===== src/rtl/ast_conv_pkg.sv =====
// Shared definitions for the Avalon-ST width converters: geometry helpers,
// beat index type and the converter FSM state encoding.
package ast_conv_pkg;

    typedef enum logic {
        ST_IDLE = 1'b0,
        ST_SEND = 1'b1
    } conv_state_e;

    function automatic int bytes_out(input int data_out_w);
        return data_out_w / 8;
    endfunction

    function automatic int ratio(input int data_in_w, input int data_out_w);
        return data_in_w / data_out_w;
    endfunction

    function automatic int idx_width(input int r);
        return (r <= 2) ? 1 : $clog2(r);
    endfunction

    localparam int DEF_RATIO = ratio(64, 16);

    // Beat index for the default 64 -> 16 geometry.
    typedef logic [idx_width(DEF_RATIO)-1:0] beat_idx_t;

endpackage


===== src/rtl/ast_width_downsizer.sv =====
// Avalon-ST down-converter: splits each wide input beat into RATIO (or fewer,
// on a short EOP word) narrow output beats, most significant chunk first.
module ast_width_downsizer
    import ast_conv_pkg::*;
#(
    parameter int DATA_IN_W   = 64,
    parameter int DATA_OUT_W  = 16,
    parameter int EMPTY_IN_W  = 3,
    parameter int EMPTY_OUT_W = 1,
    parameter int CHANNEL_W   = 10
) (
    input  logic                   clk,
    input  logic                   srst,
    input  logic [DATA_IN_W-1:0]   ast_data_i,
    input  logic                   ast_startofpacket_i,
    input  logic                   ast_endofpacket_i,
    input  logic                   ast_valid_i,
    input  logic [EMPTY_IN_W-1:0]  ast_empty_i,
    input  logic [CHANNEL_W-1:0]   ast_channel_i,
    output logic                   ast_ready_o,
    output logic [DATA_OUT_W-1:0]  ast_data_o,
    output logic                   ast_startofpacket_o,
    output logic                   ast_endofpacket_o,
    output logic                   ast_valid_o,
    output logic [EMPTY_OUT_W-1:0] ast_empty_o,
    output logic [CHANNEL_W-1:0]   ast_channel_o,
    input  logic                   ast_ready_i
);

    localparam int BYTES_OUT = bytes_out(DATA_OUT_W);
    localparam int RATIO     = ratio(DATA_IN_W, DATA_OUT_W);
    localparam int IDX_W     = idx_width(RATIO);

    typedef logic [IDX_W-1:0] idx_t;

    conv_state_e            state_q, state_d;
    logic [DATA_IN_W-1:0]   word_q;
    logic                   sop_q, eop_q;
    logic [EMPTY_OUT_W-1:0] empty_q, empty_d;
    logic [CHANNEL_W-1:0]   chan_q;
    idx_t                   idx_q, last_q, last_d;
    logic [DATA_IN_W-1:0]   word_shifted;
    logic                   in_acc, out_acc, at_last, load, advance;

    // Handshake: a beat moves on a side only in a cycle where that side's valid
    // and ready are both high. ready_o opens when the holding register is empty
    // or its final narrow beat is leaving, so words stream without bubbles.
    assign ast_valid_o = (state_q == ST_SEND);
    assign at_last     = (idx_q == last_q);
    assign ast_ready_o = !srst && (!ast_valid_o || (ast_ready_i && at_last));
    assign in_acc      = ast_valid_i && ast_ready_o;
    assign out_acc     = ast_valid_o && ast_ready_i;

    always_comb begin
        state_d = state_q;
        load    = 1'b0;
        advance = 1'b0;
        case (state_q)
            ST_IDLE: begin
                if (in_acc) begin
                    load    = 1'b1;
                    state_d = ST_SEND;
                end
            end
            ST_SEND: begin
                if (out_acc) begin
                    if (!at_last) begin
                        advance = 1'b1;
                    end else if (in_acc) begin
                        load = 1'b1;
                    end else begin
                        state_d = ST_IDLE;
                    end
                end
            end
            default: state_d = ST_IDLE;
        endcase
    end

    // Empty is only meaningful on EOP words; whole unused chunks shorten the word.
    always_comb begin
        last_d  = idx_t'(RATIO - 1);
        empty_d = '0;
        if (ast_endofpacket_i) begin
            last_d  = idx_t'(RATIO - 1 - int'(ast_empty_i) / BYTES_OUT);
            empty_d = EMPTY_OUT_W'(int'(ast_empty_i) % BYTES_OUT);
        end
    end

    always_ff @(posedge clk) begin
        if (srst) begin
            state_q <= ST_IDLE;
            word_q  <= '0;
            sop_q   <= 1'b0;
            eop_q   <= 1'b0;
            empty_q <= '0;
            chan_q  <= '0;
            idx_q   <= '0;
            last_q  <= '0;
        end else begin
            state_q <= state_d;
            if (load) begin
                word_q  <= ast_data_i;
                sop_q   <= ast_startofpacket_i;
                eop_q   <= ast_endofpacket_i;
                empty_q <= empty_d;
                chan_q  <= ast_channel_i;
                idx_q   <= '0;
                last_q  <= last_d;
            end else if (advance) begin
                idx_q <= idx_q + 1'b1;
            end
        end
    end

    assign word_shifted        = word_q << (int'(idx_q) * DATA_OUT_W);
    assign ast_data_o          = word_shifted[DATA_IN_W-1 -: DATA_OUT_W];
    assign ast_startofpacket_o = ast_valid_o && sop_q && (idx_q == '0);
    assign ast_endofpacket_o   = ast_valid_o && eop_q && at_last;
    assign ast_empty_o         = ast_endofpacket_o ? empty_q : '0;
    assign ast_channel_o       = chan_q;

endmodule

===== config.mk =====
export PLATFORM = sky130hd
export DESIGN_NAME = ast_width_downsizer
export DESIGN_NICKNAME = d
export VERILOG_FILES = /design/src/rtl/ast_conv_pkg.sv /design/src/rtl/ast_width_downsizer.sv
export SDC_FILE = /design/constraint.sdc
export NUM_CORES = 1
export LEC_CHECK = 0
export BUFFER_PORTS_ARGS = -buffer_cell sky130_fd_sc_hd__buf_2
export CAP_MARGIN = 20
export CORE_ASPECT_RATIO = 0.8
export CORE_MARGIN = 2
export CORE_UTILIZATION = 55
export CTS_CLUSTER_DIAMETER = 30
export DETAILED_ROUTE_END_ITERATION = 10
export HOLD_SLACK_MARGIN = 0.1
export PLACE_DENSITY = 0.95
export SLEW_MARGIN = 10
export SYNTH_ARGS = -nofsm -noshare
export SYNTH_HDL_FRONTEND = slang
export SYNTH_SLANG_ARGS = --single-unit

===== constraint.sdc =====
create_clock -name clk -period 4.86 [get_ports clk]
set_input_delay 0.972 -clock clk [delete_from_list [all_inputs] [get_ports clk]]
set_output_delay 0.972 -clock clk [all_outputs]
set_load 0.02 [all_outputs]

* Word-level counts from Yosys, hierarchy flattened
Index checks and enable logic that the tools add are counted.
** Word-level totals
- Register bits after elaboration :: 82
- Logic and storage cells :: 39
** Cells by class
- Reductions and logical operators :: 13
- $add $sub $neg :: 2
- Multiplexer cells :: 13
- Shift operators :: 1
- Bitwise operators :: 1
- Eq/ne operators :: 1
** Operators by type and width (count)
- 64-bit by 6-bit << shifter with 64-bit output :: 1
- 1-bit two-way mux :: 10
- 1-bit logical AND :: 8
- 1-bit case mux with 2 select lines :: 2
- 2-bit by 1-bit adder with 2-bit output (second input constant) :: 1
- 2-bit == test :: 1
- 1-bit logical NOT :: 2
- 2-bit logical NOT :: 1
- 2-bit two-way mux :: 1
- 2-bit OR reduction :: 1
- 2-bit subtractor (first input constant) :: 1
- 1-bit logical OR :: 1
- 1-bit inverter :: 1

* Longest topological paths before layout
- Word-level depth :: 10
- Mapped depth :: 7
- Gate-level depth less buffers :: 4

* Worst setup path before layout
OpenSTA, ideal clock, no wires.
- Path kind :: input to output
- From :: input srst
- To :: output ast_ready_o
- Arrival :: 1.868 ns
- Buffers on the path :: 2
- Stages :: 3
- Slack :: 2.020 ns
- Path through :: clkbuf_1 > clkbuf_1 > a21oi_1
** Between the ends
- Longest elaborated chain between the ends :: 2
** Ends and longest elaborated chain
- start: declaration :: line ast_width_downsizer.sv:13 : input logic srst,
- 1-bit logical NOT :: line ast_width_downsizer.sv:50 : assign ast_ready_o = !srst && (!ast_valid_o || (ast_ready_i && at_last));
- 1-bit logical AND :: line ast_width_downsizer.sv:50
- end: declaration :: line ast_width_downsizer.sv:20 : output logic ast_ready_o,
No other way between the ends.

* Worst setup path after layout
- From :: register idx_q[1]
- To :: output ast_data_o[6]
** Between the ends
- Longest elaborated chain between the ends :: 1
** Ends and longest elaborated chain
- start: declaration :: line ast_width_downsizer.sv:41 : idx_t idx_q, last_q, last_d;
- start signal: assignment :: line ast_width_downsizer.sv:111 : idx_q <= idx_q + 1'b1;
- 64-bit by 6-bit << shifter with 64-bit output :: line ast_width_downsizer.sv:116 : assign word_shifted = word_q << (int'(idx_q) * DATA_OUT_W);
- end: declaration :: line ast_width_downsizer.sv:21 : output logic [DATA_OUT_W-1:0] ast_data_o,
No other way between the ends.

==> results.md <==
* Status: complete, no violations
* Clock Skews at 0.00620 ns
* Final Max Slew Viols at 0
* Drt wl/cell at between 10 and 15 um
* CTS max path bufs at 2
* Slowest CP cell: mux4_2
* FMAX at 344 MHz
* Die Span X at 94.5 um
* Max Cap Viol at 0
* Routed Antenna Nets at 0
* Synth top area share at 45.6%
* Crit Path Class: reg2out
* Synth Area in Compound Gates at 15.8%
* Worst setup path startpoint: idx_q[1]$_SDFFE_PP0P_
* Buffers on Ports at 113
* Post-synthesis xor/xnor area fraction at between 1.5 and 2%
* # diodes at 0
* Worst setup SP type: flip-flop
* Max VDD drop at 0.000169 V
* Power per Cell Area at between 300 and 400 mW/mm^2
* Vias in the first global route at 3,094
* Logic pwr share at between 10% and 20%
* DRT iter0 DRCs at approximately 130
* Net switching power at 422 uW
* Synth area leaders: dfxtp_1 (46%), nand2_1 (13%), mux4_2 (10%), a21oi_2 (7.3%), a21oi_1 (6.9%)
* Worst EP arrival at 1.94 ns
* Hold Path Class: reg2reg
* Post-synthesis mux area share at 10.3%
* Pin count of the biggest net entering global routing at 83
* Post-CTS Setup Inserts at 0
* Area Overhead vs Synth at 19.1%
* Worst-path maximum fanout at 15
* Setup TNS at 0 ns
* Clk root buf: clkbuf_8
* DRC viols at 0
* Drt first pass iters at 4
* Worst-Margin Slew at just over 1 ns
* Fin crit share at 59.9%
* Sequential share of the synthesized area at 45.6%
* Crit path to: ast_data_o[6]
* Gate count of the mapped netlist at 384
* Post-synthesis cell area at 0.00360 mm^2
* First-pass GRT wire length at roughly 13,000 um
* Hold-fix buffers, CTS at 0
* CP required at between 3 and 4 ns
* Pint at ~1.0 mW
* Clock sink count at 82
* Fin. Hold Viols at 0
* FF-to-FF End: word_q[21]$_SDFFE_PP0P_
* Drt via density at roughly 5.2
* CP max stage delay at 0.56 ns
* H-tree depth at 3
* Total Nets Final at ~570
* Leakage at about 1.8 nW
* Synth Area in Simple Gates at between 20 and 25%
* Vert. Die Dim at 76.4 um
* Endpoints failing setup at 0
* Final Util at 67.3%
* Cell accounting for the most synthesized area: dfxtp_1
* DIE AREA at 0.00722 mm^2
* Clk pwr share at 29.4%
* Flop pwr share at a little over half
* Via count at 2,978
* Sw Ratio at 29.5%
* Crit path cell chain: buf_4 -> mux4_2 -> buf_2
* Initial antenna violation count at 0
* Relative slew slack at between 30 and 40%
* GPL Wtd Cong at 0.757
* Mean area per synthesized cell at 9.38 um^2
* Yosys reg bits at 82
* R2R setup slack at 2.27 ns
* Placed insts at 555
* Starting density of the core at 56.5%
* Total CTS buffers at 9
* Reg2Reg Depth at 5
* Largest family of logic cells by synthesized area: simple AND/OR/NAND/NOR gates
* Ys Warns at 0
* FF-to-FF Start: idx_q[0]$_SDFFE_PP0P_
* Row cnt at 26
* Share of layout cells above drive strength 1 at 44.1%
* Gr usage total at 23.5%
* Adder-cell share of the synthesized area at 0.347%
* Syn_nets at roughly 470
* Clock latency on the worst-skew pair at 0.35 ns
* # IOs at 114
* Fin cells at 571
* Hpwl dp at roughly 5500 um
* Cell variety after synth at 27
* Final Critical Period at just under 3 ns
* Core box area at ~0.0064 mm^2
* Critical Path End Type: output port
* Hold Crit Depth at 2
* Congestion Overflow GR at 0
* RSZ-0062 raised after global routing: false
* Clock-pin slew on the worst setup and hold paths at 0.08 ns
* WL final at 8000 um
* Quantity of gates resized following cts at 0
* Final Total Pwr at about 1.4 mW
* CTS tree: built
==> power by group through the flow <==
stage                     combinational [mW]  sequential (mW)  clock, mW
final                                  0.257            0.755      0.421
after CTS                              0.253            0.754      0.432
after global placement                 0.244            0.766          0
after floorplan                        0.188            0.767          0
after global routing                   0.283            0.761      0.458
after detailed placement               0.253            0.770          0
==> cell families (layout without fill, tap and decap cells) <==
logic type / after synthesis / count (layout)
DFF: 82 / 82
buffers and inverters: 32 / 135
and+or+nand+nor: 165 / 165
xor gates and xnor gates: 3 / 3
adders and majority gates: 1 / 1
AOI/OAI and AO/OA: 84 / 84
muxes: 17 / 17
==> final cells by class <==
cell class / instances / area [um^2]
Tap cell: 84 / 105
Sequential cell: 82 / 1640
Multi-Input combinational cell: 270 / 1740
Clock buffer: 10 / 128
Fill cell: 527 / 2080
Timing Repair Buffer: 118 / 638
Clock inverter: 5 / 32.5
Inverter: 2 / 7.51
==> per-layer routing <==
metal / track usage (%) / up-vias / part of all wire [%]
met5: 0 / - / 0
met4: 8.55 / 0 / 1.9
met1: 27.2 / 1389 / 42
met2: 40.8 / 103 / 50
li1: - / 1472 / -
met3: 6.92 / 14 / 6.5
==> layout by cell type, fill, tap and decap left out, types with 3 or more instances in the layout <==
cell type and n:
a21oi_1 50, a21oi_2 30, buf_2 112, buf_4 4
clkbuf_8 9, clkinvlp_4 3, dfxtp_1 81, mux4_2 16
nand2_1 124, nand2_2 30, nor2_1 3
==> cells in the mapped netlist, drive strengths merged <==
master / instances
dfxtp: 82
buf: 21
a41o: 1
xnor2: 3
mux2i: 1
mux4: 16
and3: 1
clkbuf: 9
inv: 2
a41oi: 1
nand2: 154
nor2: 3
nand3: 2
and2: 1
a21oi: 80
nor3: 2
and4: 1
ha: 1
nor2b: 1
a311oi: 2
==> registers in the layout, summed over array words and instances, names as in the netlist <==
| signal | cells |
|---|---|
| ast_valid_o | 1 |
| ast_channel_o | 10 |
| eop_q | 1 |
| empty_q | 1 |
| word_q | 64 |
| idx_q | 2 |
| last_q | 2 |
| sop_q | 1 |
==> critical path, delay by kind of cell, from the launching register on <==
| kind | cells | cell delay, ns |
|---|---|---|
| muxes | 1 | 0.56 |
| buffers and inverters | 2 | 0.53 |
| DFF | 1 | 0.49 |
==> how the worst min path moves through the flow <==
| stage | startpoint | endpoint | slack [ns] |
|---|---|---|---|
| 3_5_place_dp | word_q[32]$_SDFFE_PP0P_ | word_q[32]$_SDFFE_PP0P_ | 0.44 |
| 4_1_cts | word_q[32]$_SDFFE_PP0P_ | word_q[32]$_SDFFE_PP0P_ | 0.45 |
| 2_1_floorplan | empty_q$_SDFFE_PP0P_ | empty_q$_SDFFE_PP0P_ | 0.43 |
| 6_report | word_q[60]$_SDFFE_PP0P_ | word_q[60]$_SDFFE_PP0P_ | 0.45 |
| 5_1_grt | word_q[48]$_SDFFE_PP0P_ | word_q[48]$_SDFFE_PP0P_ | 0.47 |
| 3_3_place_gp | word_q[54]$_SDFFE_PP0P_ | word_q[54]$_SDFFE_PP0P_ | 0.43 |
==> per-stage QoR <==
step | instance area (um^2) | hold WS (ns) | setup WS (ns)
5_1_grt | 4290 | 0.468 | 1.81
3_3_place_gp | 4100 | 0.435 | 1.97
6_report | 4290 | 0.449 | 1.95
2_1_floorplan | 3600 | 0.427 | 2.02
4_1_cts | 4260 | 0.452 | 1.57
3_5_place_dp | 4100 | 0.442 | 1.85
No activity file was read; power rests on OpenSTA's default activity.
